### src/rtl/ifu_pkg.sv
// Shared types and constants for the instruction fetch unit.
// Optional feature macro used by this slice: IFU_MISALIGN_CHK_EN.
package ifu_pkg;

   // Instruction presented to if_id while the fetch buffer is empty (addi x0,x0,0).
   localparam logic [31:0] INST_NOP     = 32'h0000_0013;
   // Default first fetch address after reset (must be word aligned).
   localparam logic [31:0] RESET_PC_DEF = 32'h0000_0000;
   // Default fetch buffer depth (power of two, at least 2).
   localparam int          DEPTH_DEF    = 4;

   // ST_RST: one idle cycle after reset; ST_RUN: fetching; ST_ERR: parked
   // after a misaligned redirect until an aligned redirect arrives.
   typedef enum logic [1:0] {
      ST_RST = 2'd0,
      ST_RUN = 2'd1,
      ST_ERR = 2'd2
   } ifu_state_e;

   // One buffered fetch: the word together with the address it came from.
   typedef struct packed {
      logic [31:0] addr;
      logic [31:0] inst;
   } fetch_entry_t;

   // Clear the byte offset of an address so it names a whole word.
   function automatic logic [31:0] word_align(input logic [31:0] a);
      return {a[31:2], 2'b00};
   endfunction

endpackage

### src/rtl/ifu_if.sv
// Bus bundle between the fetch unit, instruction memory, execute and if_id.
//
// Handshakes:
//   memory request : a fetch is issued only in a cycle where mem_req_o and
//                    mem_gnt_i are both high; mem_req_o may fall without a
//                    grant. Responses (mem_rvalid_i) return in issue order at
//                    least one cycle after their grant and cannot be stalled.
//   instruction out: inst_o/inst_addr_o are valid while inst_valid_o is high;
//                    the head is consumed in a cycle with inst_valid_o high,
//                    hold_i low and jump_en_i low, otherwise it stays stable.
//   redirect       : jump_en_i is a single-cycle strobe with jump_addr_i.
interface ifu_if;

   logic        mem_req_o;
   logic [31:0] mem_addr_o;
   logic        mem_gnt_i;
   logic        mem_rvalid_i;
   logic [31:0] mem_rdata_i;
   logic        jump_en_i;
   logic [31:0] jump_addr_i;
   logic        hold_i;
   logic        inst_valid_o;
   logic [31:0] inst_o;
   logic [31:0] inst_addr_o;
   logic        fetch_err_o;

   // Fetch unit side.
   modport master (
      output mem_req_o, mem_addr_o,
      input  mem_gnt_i, mem_rvalid_i, mem_rdata_i,
      input  jump_en_i, jump_addr_i, hold_i,
      output inst_valid_o, inst_o, inst_addr_o, fetch_err_o
   );

   // Environment side: memory, execute and if_id.
   modport slave (
      input  mem_req_o, mem_addr_o,
      output mem_gnt_i, mem_rvalid_i, mem_rdata_i,
      output jump_en_i, jump_addr_i, hold_i,
      input  inst_valid_o, inst_o, inst_addr_o, fetch_err_o
   );

endinterface

### src/rtl/ifu_fifo.sv
// Synchronous fetch buffer: DEPTH entries of {address, instruction}, with
// push, pop and a flush that empties it in one cycle. The caller never
// pushes when full or pops when empty.
module ifu_fifo
   import ifu_pkg::*;
#(
   parameter  int DEPTH = DEPTH_DEF,
   localparam int PW    = $clog2(DEPTH),
   localparam int CW    = PW + 1
) (
   input  logic         clk,
   input  logic         rst,
   input  logic         push,
   input  logic         pop,
   input  logic         flush,
   input  fetch_entry_t wdata,
   output fetch_entry_t rdata,
   output logic [CW-1:0] count,
   output logic         empty
);

   fetch_entry_t  mem [DEPTH];
   logic [PW-1:0] wr_ptr;
   logic [PW-1:0] rd_ptr;

   // Storage write; contents need no reset because count gates visibility.
   always_ff @(posedge clk) begin
      if (push && !flush) begin
         mem[wr_ptr] <= wdata;
      end
   end

   // Pointers and occupancy; flush discards everything like a reset.
   always_ff @(posedge clk) begin
      if (rst || flush) begin
         wr_ptr <= '0;
         rd_ptr <= '0;
         count  <= '0;
      end else begin
         if (push) begin
            wr_ptr <= wr_ptr + PW'(1);
         end
         if (pop) begin
            rd_ptr <= rd_ptr + PW'(1);
         end
         count <= count + CW'(push) - CW'(pop);
      end
   end

   assign rdata = mem[rd_ptr];
   assign empty = (count == '0);

endmodule

### src/rtl/ifu.sv
// Instruction fetch unit: owns the PC, issues word fetches, buffers returned
// words with their addresses and presents them in order to if_id. Redirects
// flush the buffer and mark in-flight responses for discard.
// Optional feature macro: IFU_MISALIGN_CHK_EN (misaligned redirect -> ERR
// state with fetch_err_o raised); when undefined the target is word aligned.
module ifu
   import ifu_pkg::*;
#(
   parameter  logic [31:0] RESET_PC = RESET_PC_DEF,
   parameter  int          DEPTH    = DEPTH_DEF,
   localparam int          CW       = $clog2(DEPTH) + 1
) (
   input  logic       clk,
   input  logic       rst,
   ifu_if.master      bus,
   output ifu_state_e dbg_state
);

   ifu_state_e   state;
   ifu_state_e   state_next;
   logic [31:0]  pc;
   logic [CW-1:0] outstanding;   // granted fetches whose response is still owed
   logic [CW-1:0] discard;       // oldest owed responses that belong to a flushed stream

   logic          issue;
   logic          jump;
   logic          misaligned;
   logic          room;
   logic          push;
   logic          pop;
   logic [CW:0]   fill;
   logic [31:0]   resp_addr;
   logic [CW-1:0] occ;
   logic          empty;
   fetch_entry_t  head;
   fetch_entry_t  push_entry;

   assign jump  = bus.jump_en_i;
   assign issue = bus.mem_req_o & bus.mem_gnt_i;

`ifdef IFU_MISALIGN_CHK_EN
   assign misaligned = (bus.jump_addr_i[1:0] != 2'b00);
`else
   assign misaligned = 1'b0;
`endif

   // Registered counts only, so a pop this cycle frees its slot next cycle.
   assign fill = {1'b0, occ} + {1'b0, outstanding};
   assign room = (fill < (CW+1)'(DEPTH));

   // Once discards are drained every owed response is from the current
   // stream, and the oldest of them was issued outstanding words before pc.
   assign resp_addr  = pc - (32'(outstanding) << 2);
   assign push_entry = '{addr: resp_addr, inst: bus.mem_rdata_i};

   // A redirect overrides both push and pop in its cycle.
   assign push = bus.mem_rvalid_i & (discard == '0) & ~jump;
   assign pop  = ~empty & ~bus.hold_i & ~jump;

   ifu_fifo #(.DEPTH(DEPTH)) u_fifo (
      .clk   (clk),
      .rst   (rst),
      .push  (push),
      .pop   (pop),
      .flush (jump),
      .wdata (push_entry),
      .rdata (head),
      .count (occ),
      .empty (empty)
   );

   // FSM state register.
   always_ff @(posedge clk) begin
      if (rst) begin
         state <= ST_RST;
      end else begin
         state <= state_next;
      end
   end

   // FSM next state and fetch request.
   always_comb begin
      state_next    = state;
      bus.mem_req_o = 1'b0;
      case (state)
         ST_RST:  state_next = ST_RUN;
         ST_RUN:  bus.mem_req_o = ~jump & room;
         ST_ERR:  state_next = ST_ERR;
         default: state_next = ST_RST;
      endcase
      if (jump) begin
         state_next = misaligned ? ST_ERR : ST_RUN;
      end
   end

   // PC, outstanding and discard counters.
   always_ff @(posedge clk) begin
      if (rst) begin
         pc          <= RESET_PC;
         outstanding <= '0;
         discard     <= '0;
      end else if (jump) begin
         // No request goes out on a redirect, so only a response can retire.
         pc          <= word_align(bus.jump_addr_i);
         outstanding <= outstanding - CW'(bus.mem_rvalid_i);
         discard     <= outstanding - CW'(bus.mem_rvalid_i);
      end else begin
         if (issue) begin
            pc <= pc + 32'd4;
         end
         outstanding <= outstanding + CW'(issue) - CW'(bus.mem_rvalid_i);
         if (bus.mem_rvalid_i && (discard != '0)) begin
            discard <= discard - CW'(1);
         end
      end
   end

   assign bus.mem_addr_o   = pc;
   assign bus.inst_valid_o = ~empty;
   assign bus.inst_o       = empty ? INST_NOP : head.inst;
   assign bus.inst_addr_o  = empty ? 32'h0 : head.addr;

`ifdef IFU_MISALIGN_CHK_EN
   assign bus.fetch_err_o  = (state == ST_ERR);
`else
   assign bus.fetch_err_o  = 1'b0;
`endif

   assign dbg_state = state;

endmodule

### src/flat_wrapper.sv
// flat-port wrapper written by rule: the top's interface ports become plain ports
module ifu_flat import ifu_pkg::*;
#(
   parameter  logic [31:0] RESET_PC = RESET_PC_DEF,
   parameter  int          DEPTH    = DEPTH_DEF,
   localparam int          CW       = $clog2(DEPTH) + 1
)
  (clk, rst, dbg_state, bus_mem_req_o, bus_mem_addr_o, bus_mem_gnt_i, bus_mem_rvalid_i, bus_mem_rdata_i, bus_jump_en_i, bus_jump_addr_i, bus_hold_i, bus_inst_valid_o, bus_inst_o, bus_inst_addr_o, bus_fetch_err_o);
  ifu_if bus_i ();
  input  logic clk;
  input  logic rst;
  output ifu_state_e dbg_state;
  output wire logic [$bits(bus_i.mem_req_o)-1:0] bus_mem_req_o;
  output wire logic [$bits(bus_i.mem_addr_o)-1:0] bus_mem_addr_o;
  input wire logic [$bits(bus_i.mem_gnt_i)-1:0] bus_mem_gnt_i;
  input wire logic [$bits(bus_i.mem_rvalid_i)-1:0] bus_mem_rvalid_i;
  input wire logic [$bits(bus_i.mem_rdata_i)-1:0] bus_mem_rdata_i;
  input wire logic [$bits(bus_i.jump_en_i)-1:0] bus_jump_en_i;
  input wire logic [$bits(bus_i.jump_addr_i)-1:0] bus_jump_addr_i;
  input wire logic [$bits(bus_i.hold_i)-1:0] bus_hold_i;
  output wire logic [$bits(bus_i.inst_valid_o)-1:0] bus_inst_valid_o;
  output wire logic [$bits(bus_i.inst_o)-1:0] bus_inst_o;
  output wire logic [$bits(bus_i.inst_addr_o)-1:0] bus_inst_addr_o;
  output wire logic [$bits(bus_i.fetch_err_o)-1:0] bus_fetch_err_o;
  assign bus_mem_req_o = bus_i.mem_req_o;
  assign bus_mem_addr_o = bus_i.mem_addr_o;
  assign bus_i.mem_gnt_i = bus_mem_gnt_i;
  assign bus_i.mem_rvalid_i = bus_mem_rvalid_i;
  assign bus_i.mem_rdata_i = bus_mem_rdata_i;
  assign bus_i.jump_en_i = bus_jump_en_i;
  assign bus_i.jump_addr_i = bus_jump_addr_i;
  assign bus_i.hold_i = bus_hold_i;
  assign bus_inst_valid_o = bus_i.inst_valid_o;
  assign bus_inst_o = bus_i.inst_o;
  assign bus_inst_addr_o = bus_i.inst_addr_o;
  assign bus_fetch_err_o = bus_i.fetch_err_o;
  ifu #(.RESET_PC(RESET_PC), .DEPTH(DEPTH)) u_core (.clk(clk), .rst(rst), .bus(bus_i), .dbg_state(dbg_state));
endmodule
### config.mk
export PLATFORM = sky130hd
export DESIGN_NAME = ifu_flat
export DESIGN_NICKNAME = d
export VERILOG_FILES = /design/src/rtl/ifu_pkg.sv /design/src/rtl/ifu_if.sv /design/src/rtl/ifu_fifo.sv /design/src/rtl/ifu.sv /design/src/flat_wrapper.sv
export SDC_FILE = /design/constraint.sdc
export NUM_CORES = 1
export LEC_CHECK = 0
export CORE_MARGIN = 5
export CORE_UTILIZATION = 50
export DETAILED_ROUTE_END_ITERATION = 7
export PLACE_DENSITY = 0.77
export SLEW_MARGIN = 10
export SYNTH_ARGS = -nofsm -noshare
export SYNTH_HDL_FRONTEND = slang
export SYNTH_SLANG_ARGS = --single-unit
export TNS_END_PERCENT = 30
### constraint.sdc
create_clock -name clk -period 4 [get_ports clk]
set_clock_uncertainty 0.15 [all_clocks]
set_input_delay 0.8 -clock clk [delete_from_list [all_inputs] [get_ports clk]]
set_output_delay 0.8 -clock clk [all_outputs]
set_load 0.005 [all_outputs]
# Word level (Yosys, flattened, before mapping)

Memories as Yosys holds them, arrays and structs flattened. A register that Yosys moved wholly into a read port is not among the register bits.
Index checks and enable logic that the tools add are counted.

RAM bits: 256
Flip-flop bits (word level): 47
Memories: 1
Input port bits: 70

Magnitude comparators: 1
Add/sub/neg operators: 11
Muxes and demuxes: 14
Bitwise logic cells: 9
Reductions and logical operators: 11
Eq/ne operators: 3

Memory list:

| memory            | words | width | read ports | clocked after memory_dff | wr ports | RTL line       | text |
|---|---|---|---|---|---|---|---|
| u_core.u_fifo.mem | 4     | 64    | 1          | 1                        | 1        | ifu_fifo.sv:22 | `fetch_entry_t mem [DEPTH];` |

Operator list:

| cell                                                                 | count |
|---|---|
| 32-bit two-way mux                                                   | 4 |
| 32-bit by 3-bit adder with 32-bit output, second input constant      | 1 |
| 32-bit by 5-bit subtractor with 32-bit output                        | 1 |
| 3-bit two-way mux                                                    | 3 |
| 3-bit by 1-bit subtractor with 3-bit output                          | 3 |
| 3-bit by 1-bit adder with 3-bit output                               | 2 |
| 1-bit AND                                                            | 6 |
| 3-bit logical NOT                                                    | 2 |
| 2-bit one-hot mux with 3 select lines                                | 1 |
| 2-bit by 1-bit adder with 2-bit output, second input constant        | 2 |
| 3-bit by 3-bit adder with 4-bit output                               | 1 |
| 4-bit by 3-bit < comparator with 1-bit output, second input constant | 1 |
| 1-bit two-way mux                                                    | 4 |
| 2-bit two-way mux                                                    | 2 |
| 2-bit nonzero test                                                   | 2 |
| 1-bit inverter                                                       | 3 |
| 3-bit nonzero test                                                   | 1 |
| 3-bit by 1-bit subtractor with 3-bit output, second input constant   | 1 |
| 2-bit by 1-bit == test with 1-bit output, second input constant      | 1 |
| 2-bit == test, second input constant                                 | 1 |
| 1-bit logical AND                                                    | 2 |
| 2-bit logical NOT                                                    | 1 |
| 2-bit inequality test, second input constant                         | 1 |
| 2-bit OR reduction                                                   | 1 |
| 2 further kinds                                                      | 2 |

# Longest topological paths before layout

Gate-level depths: netlist (run 1).

Word-level depth: 8
Mapped depth: 12
Mapped depth without buffers: 12

# By module

From an unflattened synthesis (run 1), not the netlist that was laid out.

Cell total of the unflattened synthesis: 853
Area total of the unflattened synthesis: 13,284.0 um^2

By module, submodules not included:

| module   | area an instance (um^2) | times used | cells an instance | sequential area each (um^2) |
|---|---|---|---|---|
| ifu_fifo | 9,761.9                 | 1          | 380               | 7,867.5 |
| ifu      | 3,522.1                 | 1          | 473               | 760.7 |

# Least setup slack after synthesis (run 1)

Ideal clock, no wire load.

Path type: input -> register
Start: input port bus_jump_en_i
End: memory u_core.u_fifo.mem[0][0] in the netlist's numbering (enable)
Cell stages on the path: 4
Library setup time: 0.427 ns
Data arrival time: 2.839 ns
Slack: 0.584 ns
Required time: 3.423 ns
Cell sequence: buf_2 clkbuf_1 nor2_1 and2_1

Word-level cells in the longest chain between the ends: 5

RTL lines:

| item                                        | RTL line           | text |
|---|---|---|
| start: declaration                          | flat_wrapper.sv:18 | `input wire logic [$bits(bus_i.jump_en_i)-1:0] bus_jump_en_i;` |
| 1-bit inverter                              | ifu.sv:57          | `assign push = bus.mem_rvalid_i & (discard == '0) & ~jump;` |
| 1-bit AND                                   | ifu.sv:57          |  |
| 1-bit logical AND (*)                       | ifu_fifo.sv:28     | `if (push && !flush) begin` |
| 1-bit two-way mux (*)                       | ifu_fifo.sv:28     |  |
| 1-bit two-way mux (implied by the code) (*) | ifu_fifo.sv:29     | `mem[wr_ptr] <= wdata;` |
| end: declaration                            | ifu_fifo.sv:22     |  |

Mark *: on every way between the ends. The rest lies on a longest branch, timed or not.

==> run summary, run 1 <==
Setup CP Type -> reg -> out
Final WL -> 27670 um
Diodes inserted -> 0
CTS tree -> yes
Drt drc -> 0
Critical path required time -> 3.05 ns
Cell leakage power -> 5.240 nW
Drt pass-1 iters -> 5
FFs w/ async S/R, synth -> 0
Post-CTS Setup Inserts -> 0
Initial core utilization -> 0.5088
Max Slew Vio Count -> 0
Pre-CTS WS -> 0.4933 ns
Layout cell share with drive strength beyond 1 -> 0.1526
Final Hold Fails -> 0
Clock Latency Late Sink -> 0.53 ns
Final worst setup slack -> 0.4005 ns
Root Driver -> clkbuf_16
Port-buffer cells -> 163
Die Ht -> 170.3 um
Distinct cells, synth -> 54
Die area -> 29010 um^2
# IOs -> 171
Worst r2r src -> u_core.outstanding[1]
Hold path start -> u_core.dbg_state[0]
Syn Area/Cell -> 15.28 um^2
CTS Sinks -> 295
Final antenna-violating net count -> 0
Wire length of the first global-routing pass -> 43880 um
RSZ-0062 raised after global routing -> no
Gr ovfl total -> 0
Clock Pin Slew Worst Setup and Hold Paths -> 0.06 ns
Pwr dens -> 446.1 nW/um^2
Synth warnings -> 0
Overall global routing resource usage -> 0.1911
Initial antenna violation count -> 0
Max cap viols -> 0
Critical Path End Type -> output port
Final period utilization -> 0.8999
# setup viols final -> 0
Largest net degree at the start of global routing -> 65
Number of synthesized flops with an enable pin -> 248
Final Net Count -> 1091
DP HPWL -> 18230 um
Avg WL per Cell -> 20.47 um
Mapped Area -> 12850 um^2
Part of the Yosys area used for sequential elements -> 0.6528
Run status -> complete, no violations
Core Area -> 25250 um^2
Num CTS Buffers -> 29
Crit path arrival time -> 2.65 ns
Worst hold path type -> reg -> reg
Highest Clock Rate -> 0.2778 GHz
Mapped Cells -> 841
Total number of vias -> 7594
Clock Tree Buf Depth -> 3
Synth Register Bits -> 295
Row cnt -> 58
Post-synth top flop -> edfxtp_1
Initial DRC count -> 626
Drt via density -> 5.617
Setup TNS -> 0 ns
Vias in the first global route -> 7885
H-tree Lvls -> 1
Gpl congestion -> 0.9089
DIE WIDTH -> 170.3 um
Crit-path max FO -> 28
Worst setup SP type -> flop
Max transition margin -> 0.3425
CTS Hold Bufs -> 0
Worst slew pin tran -> 0.9827 ns
Peak VDD IR -> 0.3350 mV
# resized after CTS -> 0
Tmin final -> 3.599 ns
Area grow syn2layout -> 23.79%
logic make-up after synthesis:
kind of cell    after synthesis  share of synthesized area
fa+ha+maj                    21                    0.02220
flops                       295                     0.6528
xor+xnor                     42                    0.02863
compound gates               70                    0.03583
simple gates                256                     0.1162
other cells                   1                  0.0002918
mux                          70                     0.1150
buf+inv                      86                    0.02911
cell usage in the layout (no fill, tap or decap), types with 5 or more instances in the layout:
cell type	n
edfxtp_1	248
clkdlybuf4s50_1	163
mux4_2	62
nor2b_1	60
dfxtp_1	45
nand2_1	42
nor2_1	42
clkbuf_16	29
inv_1	26
xnor2_1	23
nor3_1	20
xor2_1	19
a21oi_1	18
ha_1	18
nand3_1	14
and3_1	13
buf_4	13
o21ai_0	11
a31oi_1	11
nand4_1	10
nor4_1	8
clkinv_2	8
o211ai_1	7
a211oi_1	7
a32oi_1	7
mux2i_1	7
buf_12	7
or3_1	6
bufinv_16	6
and2_1	5
nor4_2	5
nand2b_1	5
conb_1	5
report_power, final:
group | internal, mW | total (mW) | switching (mW)
Clock | 1.74 | 2.84 | 1.11
Combinational | 0.336 | 0.697 | 0.361
Sequential | 3.48 | 3.56 | 0.0768
Total | 5.55 | 7.10 | 1.55
synthesized netlist by cell type (9+ instances only):
| cell | n | area, um^2 |
|---|---|---|
| nor3_1 | 21 | 105.1 |
| xnor2_1 | 23 | 201.4 |
| a31oi_1 | 11 | 68.82 |
| inv_1 | 26 | 97.59 |
| xor2_1 | 19 | 166.4 |
| ha_1 | 18 | 225.2 |
| a21oi_1 | 18 | 90.09 |
| buf_2 | 17 | 85.08 |
| clkbuf_1 | 29 | 108.9 |
| nand2_1 | 42 | 157.7 |
| mux4_2 | 62 | 1396 |
| and2_1 | 9 | 56.30 |
| and3_1 | 13 | 81.33 |
| nor2b_1 | 60 | 375.4 |
| nor2_1 | 42 | 157.7 |
| nand4_1 | 10 | 62.56 |
| edfxtp_1 | 248 | 7447 |
| nand3_1 | 14 | 70.07 |
| dfxtp_1 | 47 | 940.9 |
| o21ai_0 | 11 | 55.05 |
final cells by class:
cell class	count	area, um^2
Clock inverter	20	261.5
Inverter	27	101.3
Clock buffer	33	750.7
Tap cell	330	412.9
Sequential cell	295	8393
Timing Repair Buffer	183	1869
Multi-Input combinational cell	464	4118
Fill cell	1833	9348
metrics by stage:
stage | total power [mW] | cells | area, um^2 | hold slack (ns) | util
4_1_cts | 7.158 | 1352 | 15910 | 0.3703 | 0.6299
5_1_grt | 7.356 | 1352 | 15910 | 0.3794 | 0.6299
2_1_floorplan | 4.002 | 845 | 12860 | 0.2955 | -
3_3_place_gp | 4.290 | 1299 | 14890 | 0.3589 | 0.5898
6_report | 7.096 | 1352 | 15910 | 0.3583 | 0.6299
3_5_place_dp | 4.319 | 1299 | 14890 | 0.3595 | 0.5898
worst max-delay path, stage by stage (launching register included):
cell	delay, ns
dfxtp_4	0.64
buf_12	0.31
mux4_2	0.54
nor2b_1	0.17
clkdlybuf4s50_1	0.46
metal layers:
metal | vias up | share of wire | routed length [um] | GRT usage
met5 | - | 0 | 0 | 0
met4 | 0 | 0.021 | 581 | 0.04722
met3 | 43 | 0.070 | 1944 | 0.03113
met2 | 304 | 0.49 | 13640 | 0.3214
met1 | 3739 | 0.42 | 11510 | 0.2638
li1 | 3508 | - | - | -
sequential cells by signal (all words and copies together) (netlist names), named ones only:
register               count
u_core.u_fifo.mem        248
u_core.bus.mem_addr_o     30
u_core.discard             3
u_core.outstanding         3
u_core.u_fifo.count        3
u_core.dbg_state           2
u_core.u_fifo.rd_ptr       2
u_core.u_fifo.wr_ptr       2
path summary, 6_finish.rpt:
kind	slack, ns	endpoint	depth (start not counted)
min reg2reg	0.36	u_core.dbg_state[1]	1
min	0.36	u_core.dbg_state[1]	1
max	0.40	bus_inst_addr_o[14]	4
max reg2reg	0.96	u_core.u_fifo.mem[3][61]	7
No activity file was read; power rests on OpenSTA's default activity.
==> run 2: changes to the inputs <==
CAP_MARGIN = 20   (was not set)
==> results of run 2 <==
Same layout as run 1: the final DEF is identical, and so are final timing and power.
==> run 3: changes to the inputs <==
CTS_CLUSTER_DIAMETER = 30   (was not set)
==> run 3 against run 2 <==
Net effect: clock power rose by 47%; flip-flop and latch count did not move; utilization rose by 2.7 points; sequential share of layout area fell by 2.2 points; final cell count rose by 3.3%; die area did not move; routed wire length rose by 1.4%; via count rose by 2.0%; setup slack got worse by 0.021 ns; critical path depth did not move.
==> run summary, run 3 (synthesis results as in run 1) <==
Crit-path max FO -> 28
# resized after CTS -> 0
FILL cells -> 1787
Num CTS Buffers -> 52
# IOs -> 171
Gr ovfl total -> 0
Initial DRC count -> 617
Final period utilization -> 0.9050
Core Area -> 25250 um^2
Setup CP Type -> reg -> out
Area grow syn2layout -> 29.18%
Pre-CTS WS -> 0.4933 ns
Drt drc -> 0
Peak VDD IR -> 0.2977 mV
Commonest cells after routing, fill and taps aside -> edfxtp_1 (248), clkdlybuf4s50_1 (163), mux4_2 (62)
Highest Clock Rate -> 0.2762 GHz
Reg2Reg Capture Point -> u_core.u_fifo.mem[0][61]
Pwr dens -> 508.1 nW/um^2
Initial antenna violation count -> 0
Commonest non-fill, non-tap cell in the layout -> edfxtp_1
Final antenna-violating net count -> 0
FF-to-FF path depth -> 7
Worst hold path type -> reg -> reg
Port-buffer cells -> 163
Drt via density -> 5.549
Layout cell share with drive strength beyond 1 -> 0.1811
# setup viols final -> 0
Die area -> 29010 um^2
Diodes inserted -> 0
Wire length of the first global-routing pass -> 45080 um
Overall global routing resource usage -> 0.1984
Gpl congestion -> 0.9089
DIE WIDTH -> 170.3 um
Avg WL per Cell -> 20.09 um
Final Hold Slack -> 0.3666 ns
Hold path start -> u_core.dbg_state[0]
Reg with most FFs -> u_core.u_fifo.mem
Max cap viols -> 0
Tmin final -> 3.620 ns
CP delay by family, top -> buffers and inverters
Clock Pin Slew Worst Setup and Hold Paths -> 0.05 ns
Final Net Count -> 1114
Final Hold Fails -> 0
Run status -> complete, no violations
Die Ht -> 170.3 um
Setup TNS -> 0 ns
Largest net degree at the start of global routing -> 65
CTS tree -> yes
Critical path required time -> 3.05 ns
Crit path buf inv count -> 2
Clock Tree Buf Depth -> 3
Max Slew Vio Count -> 0
CTS Sinks -> 295
Reg2Reg Setup Slack -> 0.98 ns
CP cell instances -> buf_12 > mux4_2 > nor2b_1 > clkdlybuf4s50_1
Worst slew pin tran -> 0.9966 ns
Final WL -> 28050 um
Critical Path End Type -> output port
Initial core utilization -> 0.5088
RSZ-0062 raised after global routing -> no
Vias in the first global route -> 8138
Largest stage delay, worst path -> 0.63 ns
Tot Pwr -> 8.434 mW
Crit path arrival time -> 2.67 ns
Final core utilization -> 0.6573
Drt pass-1 iters -> 7
Post-CTS Setup Inserts -> 0
DP HPWL -> 18230 um
Final worst setup slack -> 0.3800 ns
Critical path's slowest cell -> dfxtp_4
Worst setup SP type -> flop
Row cnt -> 58
WHS Endpoint -> u_core.dbg_state[1]
Cell leakage power -> 5.570 nW
Max transition margin -> 0.3331
Root Driver -> clkbuf_16
CTS Hold Bufs -> 0
H-tree Lvls -> 2
Max reg flops -> 248
Worst r2r src -> u_core.outstanding[1]
Clock Latency Late Sink -> 0.55 ns
Total number of vias -> 7746
Hold depth -> 1
-- run 3: cell count changes in the layout (fill, tap and decap cells not counted), sizes merged --
cell | previous run | this run
clkinvlp | 3 | 7
clkbuf | 33 | 57
inv | 27 | 34
clkinv | 11 | 22
bufinv | 6 | 4
-- run 3: worst max-delay path by stage --
stage | endpoint | cells past startpoint
2_1_floorplan | u_core.u_fifo.mem[0][0] | 4
3_3_place_gp | u_core.u_fifo.count[2] | 11
5_1_grt | bus_inst_o[25] | 4
3_5_place_dp | u_core.u_fifo.count[2] | 11
4_1_cts | bus_inst_addr_o[14] | 4
6_report | bus_inst_addr_o[14] | 4
-- run 3: per-stage QoR --
step / area, um^2 / cells
after detailed placement: 14890 / 1299
after CTS: 16600 / 1396
after global routing: 16600 / 1396
final: 16600 / 1396
after floorplan: 12860 / 845
after global placement: 14890 / 1299
-- run 3: power by group --
group          switching (mW)  total (mW)  internal [mW]
Clock                    1.47        4.17           2.70
Sequential             0.0760        3.56           3.49
Combinational           0.363       0.699          0.336
Total                    1.91        8.43           6.52
-- run 3: routing by layer --
metal	track usage	vias to the layer above	routed length [um]
li1	-	3590	-
met1	0.2694	3814	11720
met2	0.3244	301	13700
met3	0.04413	41	2010
met4	0.05938	0	618
met5	0	-	0
-- run 3: layout make-up --
cell class              count  area (um^2)  share of cell area
inverters                  27        101.3            0.006105
flip-flops and latches    295         8393              0.5056
well taps                 330        412.9             0.02487
repair buffers            183         1869              0.1126
clock inverters            40        364.1             0.02193
clock buffers              57         1341             0.08080
multi-input cells         464         4118              0.2481
-- run 3: worst reg2reg max path, cell delays in order (launching register included) --
cell     delay, ns
dfxtp_1       0.43
inv_1         0.16
ha_1          0.29
nor2b_1       0.12
o21ai_0       0.61
nand4_4       0.36
nor3_1        0.31
xor2_1        0.35
